`config.mk`:
```
export PLATFORM = sky130hd
export DESIGN_NAME = alu_rs_flat
export DESIGN_NICKNAME = d
export VERILOG_FILES = /design/src/rtl/alu_rs_if.sv /design/src/rtl/alu_rs.sv /design/src/flat_wrapper.sv
export SDC_FILE = /design/constraint.sdc
export NUM_CORES = 2
export LEC_CHECK = 0
export ABC_AREA = 1
export CORE_MARGIN = 3
export CORE_UTILIZATION = 26
export DETAILED_ROUTE_END_ITERATION = 10
export SYNTH_ARGS = -nofsm -noshare
export SYNTH_HDL_FRONTEND = slang
export SYNTH_SLANG_ARGS = --single-unit
```
`constraint.sdc`:
```
create_clock -name clk -period 9.66 [get_ports clk]
set_clock_uncertainty 0.2 [all_clocks]
set_input_delay 1.932 -clock clk [delete_from_list [all_inputs] [get_ports clk]]
set_output_delay 1.932 -clock clk [all_outputs]
set_load 0.05 [all_outputs]
```
`src/rtl/alu_rs_if.sv`:
```
// rtl/alu_rs_if.sv - dispatch, result-broadcast and issue bundle of the ALU reservation station
//
// Purpose: groups every bus signal between the dispatcher, the ALU/LSB result
// broadcasts, the ALU issue port and the reservation station.
// Modports:
//   master - dispatcher/broadcast driver side: drives dispatch_* and the
//            alu_*/lsb_* broadcasts, observes rs_full and the issue outputs.
//   slave  - reservation station side.
// Signals:
//   dispatch_*            new micro-op, operand values/tags, destination tag, pc
//   alu_*/lsb_*           result broadcasts (ready strobe, tag, value)
//   rs_full               no free entry
//   execute/op_type/val1/val2/entry/nowPC  registered issue to the ALU;
//   op_type carries the op encoding (the word "type" is reserved in SV).
interface alu_rs_if #(
  parameter int ID_WIDTH   = 4,
  parameter int VAL_WIDTH  = 32,
  parameter int ADDR_WIDTH = 32,
  parameter int OP_WIDTH   = 7
);
  logic                  dispatch_valid;
  logic [OP_WIDTH-1:0]   dispatch_type;
  logic [VAL_WIDTH-1:0]  dispatch_val1;
  logic                  dispatch_dep1_valid;
  logic [ID_WIDTH-1:0]   dispatch_dep1;
  logic [VAL_WIDTH-1:0]  dispatch_val2;
  logic                  dispatch_dep2_valid;
  logic [ID_WIDTH-1:0]   dispatch_dep2;
  logic [ID_WIDTH-1:0]   dispatch_entry;
  logic [ADDR_WIDTH-1:0] dispatch_pc;

  logic                  alu_ready;
  logic [ID_WIDTH-1:0]   alu_entry;
  logic [VAL_WIDTH-1:0]  alu_val;
  logic                  lsb_ready;
  logic [ID_WIDTH-1:0]   lsb_entry;
  logic [VAL_WIDTH-1:0]  lsb_val;

  logic                  rs_full;
  logic                  execute;
  logic [OP_WIDTH-1:0]   op_type;
  logic [VAL_WIDTH-1:0]  val1;
  logic [VAL_WIDTH-1:0]  val2;
  logic [ID_WIDTH-1:0]   entry;
  logic [ADDR_WIDTH-1:0] nowPC;

  modport master (
    output dispatch_valid, dispatch_type, dispatch_val1, dispatch_dep1_valid,
           dispatch_dep1, dispatch_val2, dispatch_dep2_valid, dispatch_dep2,
           dispatch_entry, dispatch_pc,
           alu_ready, alu_entry, alu_val, lsb_ready, lsb_entry, lsb_val,
    input  rs_full, execute, op_type, val1, val2, entry, nowPC
  );

  modport slave (
    input  dispatch_valid, dispatch_type, dispatch_val1, dispatch_dep1_valid,
           dispatch_dep1, dispatch_val2, dispatch_dep2_valid, dispatch_dep2,
           dispatch_entry, dispatch_pc,
           alu_ready, alu_entry, alu_val, lsb_ready, lsb_entry, lsb_val,
    output rs_full, execute, op_type, val1, val2, entry, nowPC
  );
endinterface

```
`src/rtl/alu_rs.sv`:
```
// rtl/alu_rs.sv - reservation station holding ALU micro-ops until their operands resolve
//
// Purpose: stores up to RS_SIZE dispatched ALU/branch/address ops, snoops the
// ALU and LSB result broadcasts to resolve pending operand tags, and issues
// the lowest-index ready entry to the ALU each cycle through registered outputs.
// Ports:
//   clk     rising-edge clock
//   rst_in  asynchronous active-low reset
//   rdy_in  global ready; low freezes all state and outputs
//   clear   synchronous mispredict flush
//   bus     alu_rs_if.slave: dispatch, broadcasts, rs_full and issue outputs
// Build option: define RS_BYPASS_EN to let a fully resolved dispatch issue on
// its dispatch edge when no stored entry is ready.
module alu_rs #(
  parameter int RS_SIZE    = 8,
  parameter int ID_WIDTH   = 4,
  parameter int VAL_WIDTH  = 32,
  parameter int ADDR_WIDTH = 32,
  parameter int OP_WIDTH   = 7
) (
  input  logic     clk,
  input  logic     rst_in,
  input  logic     rdy_in,
  input  logic     clear,
  alu_rs_if.slave  bus
);
  localparam int IDX_W = $clog2(RS_SIZE);

  // Control state (reset) kept packed; payload arrays are not reset since
  // nothing reads them while the matching busy bit is low.
  logic [RS_SIZE-1:0]    busy;
  logic [RS_SIZE-1:0]    dep1_valid;
  logic [RS_SIZE-1:0]    dep2_valid;
  logic [OP_WIDTH-1:0]   e_type  [RS_SIZE];
  logic [VAL_WIDTH-1:0]  e_val1  [RS_SIZE];
  logic [VAL_WIDTH-1:0]  e_val2  [RS_SIZE];
  logic [ID_WIDTH-1:0]   e_dep1  [RS_SIZE];
  logic [ID_WIDTH-1:0]   e_dep2  [RS_SIZE];
  logic [ID_WIDTH-1:0]   e_entry [RS_SIZE];
  logic [ADDR_WIDTH-1:0] e_pc    [RS_SIZE];

  logic [RS_SIZE-1:0]    ready;
  logic                  issue_valid;
  logic [IDX_W-1:0]      issue_idx;
  logic [IDX_W-1:0]      free_idx;
  logic                  dispatch_ok;
  logic                  fwd1_pending;
  logic                  fwd2_pending;
  logic [VAL_WIDTH-1:0]  fwd1_val;
  logic [VAL_WIDTH-1:0]  fwd2_val;
  logic                  bypass;
  logic                  store;

  assign ready       = busy & ~dep1_valid & ~dep2_valid;
  assign bus.rs_full = &busy;
  // A dispatch while full is dropped outright.
  assign dispatch_ok = bus.dispatch_valid && !bus.rs_full;

  // Lowest-index ready entry and lowest-index free slot: scanning downward
  // lets the last hit (the lowest index) win.
  always_comb begin : pick
    issue_valid = 1'b0;
    issue_idx   = '0;
    free_idx    = '0;
    for (int i = RS_SIZE - 1; i >= 0; i--) begin
      if (ready[i]) begin
        issue_valid = 1'b1;
        issue_idx   = IDX_W'(i);
      end
      if (!busy[i]) begin
        free_idx = IDX_W'(i);
      end
    end
  end

  // Same-cycle forwarding of a broadcast into the op being dispatched, so it
  // never waits on a tag that is already being written back this cycle.
  always_comb begin : forward
    fwd1_val     = bus.dispatch_val1;
    fwd1_pending = bus.dispatch_dep1_valid;
    fwd2_val     = bus.dispatch_val2;
    fwd2_pending = bus.dispatch_dep2_valid;
    if (bus.dispatch_dep1_valid) begin
      if (bus.alu_ready && bus.alu_entry == bus.dispatch_dep1) begin
        fwd1_val     = bus.alu_val;
        fwd1_pending = 1'b0;
      end else if (bus.lsb_ready && bus.lsb_entry == bus.dispatch_dep1) begin
        fwd1_val     = bus.lsb_val;
        fwd1_pending = 1'b0;
      end
    end
    if (bus.dispatch_dep2_valid) begin
      if (bus.alu_ready && bus.alu_entry == bus.dispatch_dep2) begin
        fwd2_val     = bus.alu_val;
        fwd2_pending = 1'b0;
      end else if (bus.lsb_ready && bus.lsb_entry == bus.dispatch_dep2) begin
        fwd2_val     = bus.lsb_val;
        fwd2_pending = 1'b0;
      end
    end
  end

`ifdef RS_BYPASS_EN
  // A resolved dispatch goes straight to the ALU only when the issue port is
  // otherwise unused this edge.
  assign bypass = dispatch_ok && !fwd1_pending && !fwd2_pending && !issue_valid;
`else
  assign bypass = 1'b0;
`endif
  assign store = dispatch_ok && !bypass;

  // Control state and issue outputs.
  always_ff @(posedge clk or negedge rst_in) begin
    if (!rst_in) begin
      busy        <= '0;
      dep1_valid  <= '0;
      dep2_valid  <= '0;
      bus.execute <= 1'b0;
      bus.op_type <= '0;
      bus.val1    <= '0;
      bus.val2    <= '0;
      bus.entry   <= '0;
      bus.nowPC   <= '0;
    end else if (rdy_in) begin
      if (clear) begin
        busy        <= '0;
        bus.execute <= 1'b0;
      end else begin
        for (int i = 0; i < RS_SIZE; i++) begin
          if (busy[i]) begin
            if (dep1_valid[i] &&
                ((bus.alu_ready && bus.alu_entry == e_dep1[i]) ||
                 (bus.lsb_ready && bus.lsb_entry == e_dep1[i]))) begin
              dep1_valid[i] <= 1'b0;
            end
            if (dep2_valid[i] &&
                ((bus.alu_ready && bus.alu_entry == e_dep2[i]) ||
                 (bus.lsb_ready && bus.lsb_entry == e_dep2[i]))) begin
              dep2_valid[i] <= 1'b0;
            end
          end
        end

        if (issue_valid) begin
          busy[issue_idx] <= 1'b0;
          bus.execute     <= 1'b1;
          bus.op_type     <= e_type[issue_idx];
          bus.val1        <= e_val1[issue_idx];
          bus.val2        <= e_val2[issue_idx];
          bus.entry       <= e_entry[issue_idx];
          bus.nowPC       <= e_pc[issue_idx];
        end else if (bypass) begin
          bus.execute     <= 1'b1;
          bus.op_type     <= bus.dispatch_type;
          bus.val1        <= fwd1_val;
          bus.val2        <= fwd2_val;
          bus.entry       <= bus.dispatch_entry;
          bus.nowPC       <= bus.dispatch_pc;
        end else begin
          bus.execute     <= 1'b0;
        end

        // free_idx is never busy, so this cannot collide with the issue slot.
        if (store) begin
          busy[free_idx]       <= 1'b1;
          dep1_valid[free_idx] <= fwd1_pending;
          dep2_valid[free_idx] <= fwd2_pending;
        end
      end
    end
  end

  // Entry payload: broadcast values captured and new ops written.
  always_ff @(posedge clk) begin
    if (rdy_in && !clear) begin
      for (int i = 0; i < RS_SIZE; i++) begin
        if (busy[i]) begin
          if (dep1_valid[i]) begin
            if (bus.alu_ready && bus.alu_entry == e_dep1[i]) begin
              e_val1[i] <= bus.alu_val;
            end else if (bus.lsb_ready && bus.lsb_entry == e_dep1[i]) begin
              e_val1[i] <= bus.lsb_val;
            end
          end
          if (dep2_valid[i]) begin
            if (bus.alu_ready && bus.alu_entry == e_dep2[i]) begin
              e_val2[i] <= bus.alu_val;
            end else if (bus.lsb_ready && bus.lsb_entry == e_dep2[i]) begin
              e_val2[i] <= bus.lsb_val;
            end
          end
        end
      end
      if (store) begin
        e_type[free_idx]  <= bus.dispatch_type;
        e_val1[free_idx]  <= fwd1_val;
        e_val2[free_idx]  <= fwd2_val;
        e_dep1[free_idx]  <= bus.dispatch_dep1;
        e_dep2[free_idx]  <= bus.dispatch_dep2;
        e_entry[free_idx] <= bus.dispatch_entry;
        e_pc[free_idx]    <= bus.dispatch_pc;
      end
    end
  end
endmodule
```
`src/flat_wrapper.sv`:
```
// flat-port wrapper written by rule: the top's interface ports become plain ports
module alu_rs_flat 
#(
  parameter int RS_SIZE    = 8,
  parameter int ID_WIDTH   = 4,
  parameter int VAL_WIDTH  = 32,
  parameter int ADDR_WIDTH = 32,
  parameter int OP_WIDTH   = 7
)
  (clk, rst_in, rdy_in, clear, bus_dispatch_valid, bus_dispatch_type, bus_dispatch_val1, bus_dispatch_dep1_valid, bus_dispatch_dep1, bus_dispatch_val2, bus_dispatch_dep2_valid, bus_dispatch_dep2, bus_dispatch_entry, bus_dispatch_pc, bus_alu_ready, bus_alu_entry, bus_alu_val, bus_lsb_ready, bus_lsb_entry, bus_lsb_val, bus_rs_full, bus_execute, bus_op_type, bus_val1, bus_val2, bus_entry, bus_nowPC);
  alu_rs_if #(.ID_WIDTH(ID_WIDTH), .VAL_WIDTH(VAL_WIDTH), .ADDR_WIDTH(ADDR_WIDTH), .OP_WIDTH(OP_WIDTH)) bus_i ();
  input  logic clk;
  input  logic rst_in;
  input  logic rdy_in;
  input  logic clear;
  input wire logic [$bits(bus_i.dispatch_valid)-1:0] bus_dispatch_valid;
  input wire logic [$bits(bus_i.dispatch_type)-1:0] bus_dispatch_type;
  input wire logic [$bits(bus_i.dispatch_val1)-1:0] bus_dispatch_val1;
  input wire logic [$bits(bus_i.dispatch_dep1_valid)-1:0] bus_dispatch_dep1_valid;
  input wire logic [$bits(bus_i.dispatch_dep1)-1:0] bus_dispatch_dep1;
  input wire logic [$bits(bus_i.dispatch_val2)-1:0] bus_dispatch_val2;
  input wire logic [$bits(bus_i.dispatch_dep2_valid)-1:0] bus_dispatch_dep2_valid;
  input wire logic [$bits(bus_i.dispatch_dep2)-1:0] bus_dispatch_dep2;
  input wire logic [$bits(bus_i.dispatch_entry)-1:0] bus_dispatch_entry;
  input wire logic [$bits(bus_i.dispatch_pc)-1:0] bus_dispatch_pc;
  input wire logic [$bits(bus_i.alu_ready)-1:0] bus_alu_ready;
  input wire logic [$bits(bus_i.alu_entry)-1:0] bus_alu_entry;
  input wire logic [$bits(bus_i.alu_val)-1:0] bus_alu_val;
  input wire logic [$bits(bus_i.lsb_ready)-1:0] bus_lsb_ready;
  input wire logic [$bits(bus_i.lsb_entry)-1:0] bus_lsb_entry;
  input wire logic [$bits(bus_i.lsb_val)-1:0] bus_lsb_val;
  output wire logic [$bits(bus_i.rs_full)-1:0] bus_rs_full;
  output wire logic [$bits(bus_i.execute)-1:0] bus_execute;
  output wire logic [$bits(bus_i.op_type)-1:0] bus_op_type;
  output wire logic [$bits(bus_i.val1)-1:0] bus_val1;
  output wire logic [$bits(bus_i.val2)-1:0] bus_val2;
  output wire logic [$bits(bus_i.entry)-1:0] bus_entry;
  output wire logic [$bits(bus_i.nowPC)-1:0] bus_nowPC;
  assign bus_i.dispatch_valid = bus_dispatch_valid;
  assign bus_i.dispatch_type = bus_dispatch_type;
  assign bus_i.dispatch_val1 = bus_dispatch_val1;
  assign bus_i.dispatch_dep1_valid = bus_dispatch_dep1_valid;
  assign bus_i.dispatch_dep1 = bus_dispatch_dep1;
  assign bus_i.dispatch_val2 = bus_dispatch_val2;
  assign bus_i.dispatch_dep2_valid = bus_dispatch_dep2_valid;
  assign bus_i.dispatch_dep2 = bus_dispatch_dep2;
  assign bus_i.dispatch_entry = bus_dispatch_entry;
  assign bus_i.dispatch_pc = bus_dispatch_pc;
  assign bus_i.alu_ready = bus_alu_ready;
  assign bus_i.alu_entry = bus_alu_entry;
  assign bus_i.alu_val = bus_alu_val;
  assign bus_i.lsb_ready = bus_lsb_ready;
  assign bus_i.lsb_entry = bus_lsb_entry;
  assign bus_i.lsb_val = bus_lsb_val;
  assign bus_rs_full = bus_i.rs_full;
  assign bus_execute = bus_i.execute;
  assign bus_op_type = bus_i.op_type;
  assign bus_val1 = bus_i.val1;
  assign bus_val2 = bus_i.val2;
  assign bus_entry = bus_i.entry;
  assign bus_nowPC = bus_i.nowPC;
  alu_rs #(.RS_SIZE(RS_SIZE), .ID_WIDTH(ID_WIDTH), .VAL_WIDTH(VAL_WIDTH), .ADDR_WIDTH(ADDR_WIDTH), .OP_WIDTH(OP_WIDTH)) u_core (.clk(clk), .rst_in(rst_in), .rdy_in(rdy_in), .clear(clear), .bus(bus_i));
endmodule
```
# Yosys cells after proc, flatten, opt, wreduce, memory -nomap -nowiden
# Memories as Yosys holds them, arrays and structs flattened. A register that Yosys moved wholly into a read port is not among the register bits.
# Cells that the tools add are included.
[totals]
input_bits = 196
ram_bits = 920
mem_count = 7
output_inout_bits = 109
reg_bits = 25
elab_cells = 467
[op_classes]
reduce_logical = 82
n_bitwise = 24
mux = 310
eq_ne = 36
n_lt_le_gt_ge = 4
[mem_list]
columns = ["memory", "words", "word_bits", "rd", "rd_ports_with_merged_regs", "write_ports", "line", "rtl"]
rows = [
  ["u_core.e_pc", 8, 32, 1, 1, 1, "alu_rs.sv:40", "logic [ADDR_WIDTH-1:0] e_pc [RS_SIZE];"],
  ["u_core.e_val1", 8, 32, 1, 1, 9, "alu_rs.sv:35", "logic [VAL_WIDTH-1:0] e_val1 [RS_SIZE];"],
  ["u_core.e_val2", 8, 32, 1, 1, 9, "alu_rs.sv:36", "logic [VAL_WIDTH-1:0] e_val2 [RS_SIZE];"],
  ["u_core.e_type", 8, 7, 1, 1, 1, "alu_rs.sv:34", "logic [OP_WIDTH-1:0] e_type [RS_SIZE];"],
  ["u_core.e_dep1", 8, 4, 8, 0, 1, "alu_rs.sv:37", "logic [ID_WIDTH-1:0] e_dep1 [RS_SIZE];"],
  ["u_core.e_dep2", 8, 4, 8, 0, 1, "alu_rs.sv:38", "logic [ID_WIDTH-1:0] e_dep2 [RS_SIZE];"],
  ["+1 memories", "n/a", "n/a", "n/a", "n/a", "n/a", "n/a", ""],
]
[op_table]
columns = ["op", "n"]
rows = [
  ["two-way mux 32 bit", 22],
  ["two-way mux 1 bit", 261],
  ["equality test 4 bit", 36],
  ["logical AND 1 bit", 56],
  ["two-way mux 8 bit", 7],
  ["two-way mux 3 bit", 16],
  ["AND 8 bit", 3],
  ["inverter 8 bit", 3],
  ["bitwise mux 8 bit", 2],
  ["logical OR 1 bit", 16],
  ["OR 1 bit", 16],
  ["< comparator 3 x 4 -> 1 bit, second input constant", 2],
  ["OR 8 bit", 1],
  ["AND reduction 8 bit", 1],
  ["zero test 1 bit", 7],
  ["demux 1 bit (select 3 bit)", 2],
  [">= comparator 3 x 1 -> 1 bit, second input constant", 2],
  ["AND reduction 3 bit", 1],
  ["AND reduction 2 bit", 1],
  ["inverter 1 bit", 1],
]

# Longest topological paths before layout
[logic_depth]
depth_word = 23
depth_mapped = 15
depth_no_buf = 13

# Worst setup path after synthesis
# No wires, ideal clock.
[synth_path]
kind = "input-to-reg"
from = "in bus_alu_entry[0]"
to = "mem u_core.e_val1[0][0], enable pin"
path_stages = 8
setup_ps = 470
required_time_ps = 8990
n_path_buf = 2
slack_ps = 3729
arrival_ps = 5261
path_cell_list = "buf_2 inv_2 buf_2 nor2_1 nor3_1 nand4_1 and2_1 o31ai_1"
[synth_lines]
columns = ["item", "line", "rtl"]
rows = [
  ["from (decl)", "flat_wrapper.sv:27", "input wire logic [$bits(bus_i.alu_entry)-1:0] bus_alu_entry;"],
  ["to (decl)", "alu_rs.sv:35", ""],
]

==> impl_metrics.ini <==
[sta]
finalSetupViolations = 0
fin_hold_ws_ns = 0.277
rsz0062_at_grt = false
slew_violations = 0
fin_crit_ns = 5.79
max_clock_freq_ghz = 0.173
maxSlewHeadroom = 0.0898
tns_ns = 0
timing.final.crit_share = 0.600
worst_slew_pin_slew_ns = 1.37
timing.final.hold_violations = 0

[clock_network]
cts_hold_repair_buffers = 0
numCtsBuffers = 121
clock_tree_root_driver_cell = sky130_fd_sc_hd__clkbuf_16
cts.path.max_buffers = 3
cts_htree_levels = 3
cts_post_setup_buffers_inserted = 0
cts.repair.resized = 0
tritoncts = yes
cts_sinks = 1052
clk_pin_slew_worst_paths_ns = 0.06
clock_insertion_delay_worst_skew_ns = 0.81

[placed_design]
dp.final_hpwl_mm = 146
buffer_ports.inserted = 304
finalWeightedCongestion = 0.892
place_inst = 10200

[drt]
wirelength_mm = 250
drtAntennaViolNets = 0
remaining_drc_errors = 0
drtPass1Iterations = 9
detailedRoute.firstIterationViolations = 7133
avgViaCountPerCell = 5.19
vias = 53900
avgRoutedWirePerCell_um = 24.0

[logic_synthesis]
synth_warnings = 0
synth-async-reset-ratio = 0.125
ys_seq_elements = 1052
synth.yosys.seq_area_share = 0.534
synthDistinctLibCells = 45
synth.cell_area_um2 = 57900
yosys_most_used_dff = sky130_fd_sc_hd__edfxtp_1
gate_count_after_technology_mapping = 7312
synth.net_count = 7508
syn-mean-instance-area_um2 = 7.91
synth_enable_flop_cells = 920

[floorplanning]
dieArea_um2 = 228000
floorplan.initialDensity = 0.262
design.core.area_um2 = 221000
dieHeight_um = 478
std_cell_rows = 172
die_width_um = 478
io_pins = 305

[layout]
cell_count_final_fillers_out = 10400
fin_nets = 7522
fillers = 23100
drive_above_1_share = 0.0589
area_growth_pct = 16.2

[pwr]
pwr_density_cell_nw_per_um2 = 190
total_leakage_power_uw = 0.0284
peakVddDrop_mv = 0.150
design_power_total_uw = 12800

[worst_setup_path]
end_kind = flop
timing.setup.critical_path_class = in2reg
timing.critical_path.arrival_ns = 6.12
critPathLaunchType = primary input
worst_ep_required_time_ns = 9.98
worst-path-max-fanout = 50
r2r.worst_path.cells = 13

[grt]
grt_antenna_before_repair = 22
grt_first_pass_wirelength_mm = 357
via_count_of_the_first_global_routing_pass = 50900
grt_max_degree = 117
grt_usage = 0.211
grt_remaining_overflow = 0

[hold_path]
hold-path-cell-count = 2
min_path_type = reg2reg

[flow_run]
max_cap_viol_count = 0

[run_status]
run_status = finished, final reports clean
where the power goes:
part	switching, uW	leakage, uW	total (uW)	internal, uW
sequential	173	0.00997	5410	5230
combinational	2060	0.0166	2820	763
clock	2020	0.00187	4540	2530
critical path, stage by stage:
cell	delay, ns
sky130_fd_sc_hd__clkdlybuf4s50_1	0.61
sky130_fd_sc_hd__inv_2	0.21
sky130_fd_sc_hd__nor2_4	0.04
sky130_fd_sc_hd__inv_2	0.51
sky130_fd_sc_hd__nor2_1	0.24
sky130_fd_sc_hd__nand3_2	0.13
sky130_fd_sc_hd__buf_4	0.72
sky130_fd_sc_hd__clkinv_2	0.76
sky130_fd_sc_hd__buf_4	0.57
sky130_fd_sc_hd__nand2_1	0.19
sky130_fd_sc_hd__nand2_1	0.08
area by class of cell:
class,count,area (um2),share of cell area
inverters,408,1550,0.0231
flip-flops and latches,1052,30900,0.460
multi-input cells,5317,23200,0.345
well taps,2958,3700,0.0550
clock buffers,157,3240,0.0482
diodes,9,22.5,0.000335
clock inverters,64,606,0.00901
repair buffers,426,4010,0.0596
path summary, 6_finish.rpt:
check	start	to	slack (ns)
worst max register to register	u_core.busy[0]$_DFFE_PN0P_	u_core.bus.val2[1]$_DFFE_PN0P_	4.27
min in group asynchronous	rst_in	u_core.bus.nowPC[30]$_DFFE_PN0P_	0.90
worst min-delay path	u_core.bus.nowPC[24]$_DFFE_PN0P_	u_core.bus.nowPC[24]$_DFFE_PN0P_	0.28
max in group asynchronous	rst_in	u_core.bus.val1[24]$_DFFE_PN0P_	7.11
worst min register to register	u_core.bus.nowPC[24]$_DFFE_PN0P_	u_core.bus.nowPC[24]$_DFFE_PN0P_	0.28
worst max-delay path	rdy_in	u_core.e_val1[6][9]$_DFFE_PP_	3.87
metal layers:
| metal | GRT usage | wire length, um | vias up |
|---|---|---|---|
| li1 | - | - | 24200 |
| met1 | 0.271 | 96400 | 25100 |
| met2 | 0.325 | 109000 | 3857 |
| met3 | 0.0492 | 29400 | 793 |
| met4 | 0.118 | 14700 | 16 |
| met5 | 0 | 97 | - |
synthesized netlist by cell type (7+ instances only):
cell,instances,area [um2]
sky130_fd_sc_hd__a21oi_1,89,445
sky130_fd_sc_hd__buf_1,51,191
sky130_fd_sc_hd__buf_2,188,941
sky130_fd_sc_hd__buf_4,39,293
sky130_fd_sc_hd__clkbuf_1,251,942
sky130_fd_sc_hd__dfrtp_1,132,3300
sky130_fd_sc_hd__edfxtp_1,920,27600
sky130_fd_sc_hd__inv_1,365,1370
sky130_fd_sc_hd__inv_2,43,161
sky130_fd_sc_hd__nand2_1,3118,11700
sky130_fd_sc_hd__nand2_2,28,175
sky130_fd_sc_hd__nand3_1,482,2410
sky130_fd_sc_hd__nand3_2,8,80.1
sky130_fd_sc_hd__nand4_1,311,1950
sky130_fd_sc_hd__nor2_1,515,1930
sky130_fd_sc_hd__nor2_2,12,75.1
sky130_fd_sc_hd__nor2_4,7,78.8
sky130_fd_sc_hd__nor3_1,10,50.1
sky130_fd_sc_hd__o211ai_1,9,67.6
sky130_fd_sc_hd__o21ai_0,466,2330
sky130_fd_sc_hd__o21ai_1,152,761
sky130_fd_sc_hd__o22ai_1,45,282
sky130_fd_sc_hd__xnor2_1,29,254
cells by family (layout without fill, tap and decap cells):
group | Yosys count | count (layout) | synth area share
other cells | 0 | 9 | 0
buf+inv | 943 | 1055 | 0.0685
flops | 1052 | 1052 | 0.534
compound gates | 774 | 774 | 0.0691
simple gates | 4508 | 4508 | 0.323
xor+xnor | 35 | 35 | 0.00530
through the flow:
stage / utilization / setup WS [ns] / instance area [um2]
after floorplan: - / 3.73 / 57900
after global routing: 0.305 / 3.89 / 67200
after CTS: 0.305 / 4.13 / 67200
after global placement: 0.287 / 3.40 / 63400
after detailed placement: 0.287 / 3.29 / 63400
final: 0.305 / 3.87 / 67200
sequential cells by signal (all words and copies together) (netlist names), 8 cells and up:
| register | cells |
|---|---|
| u_core.bus.nowPC | 32 |
| u_core.bus.val1 | 32 |
| u_core.bus.val2 | 32 |
| u_core.busy | 8 |
| u_core.dep1_valid | 8 |
| u_core.dep2_valid | 8 |
| u_core.e_dep1 | 32 |
| u_core.e_dep2 | 32 |
| u_core.e_entry | 32 |
| u_core.e_pc | 256 |
| u_core.e_type | 56 |
| u_core.e_val1 | 256 |
| u_core.e_val2 | 256 |
cell usage in the layout, fill, tap and decap left out, drive strengths merged, types with 8 or more instances in the layout:
cell type	synthesis	layout
xnor2	29	29
nand4	313	313
o211ai	9	9
nand3	493	493
a21oi	92	92
clkdlybuf4s50	0	303
nor3	11	11
o22ai	45	45
nor2	535	535
diode	0	9
nand2	3147	3147
inv	408	404
clkinvlp	0	8
clkbuf	251	157
dfrtp	132	132
o21ai	619	619
edfxtp	920	920
buf	284	123
clkinv	0	54
Note: power is estimated with default switching activity, not from simulation.
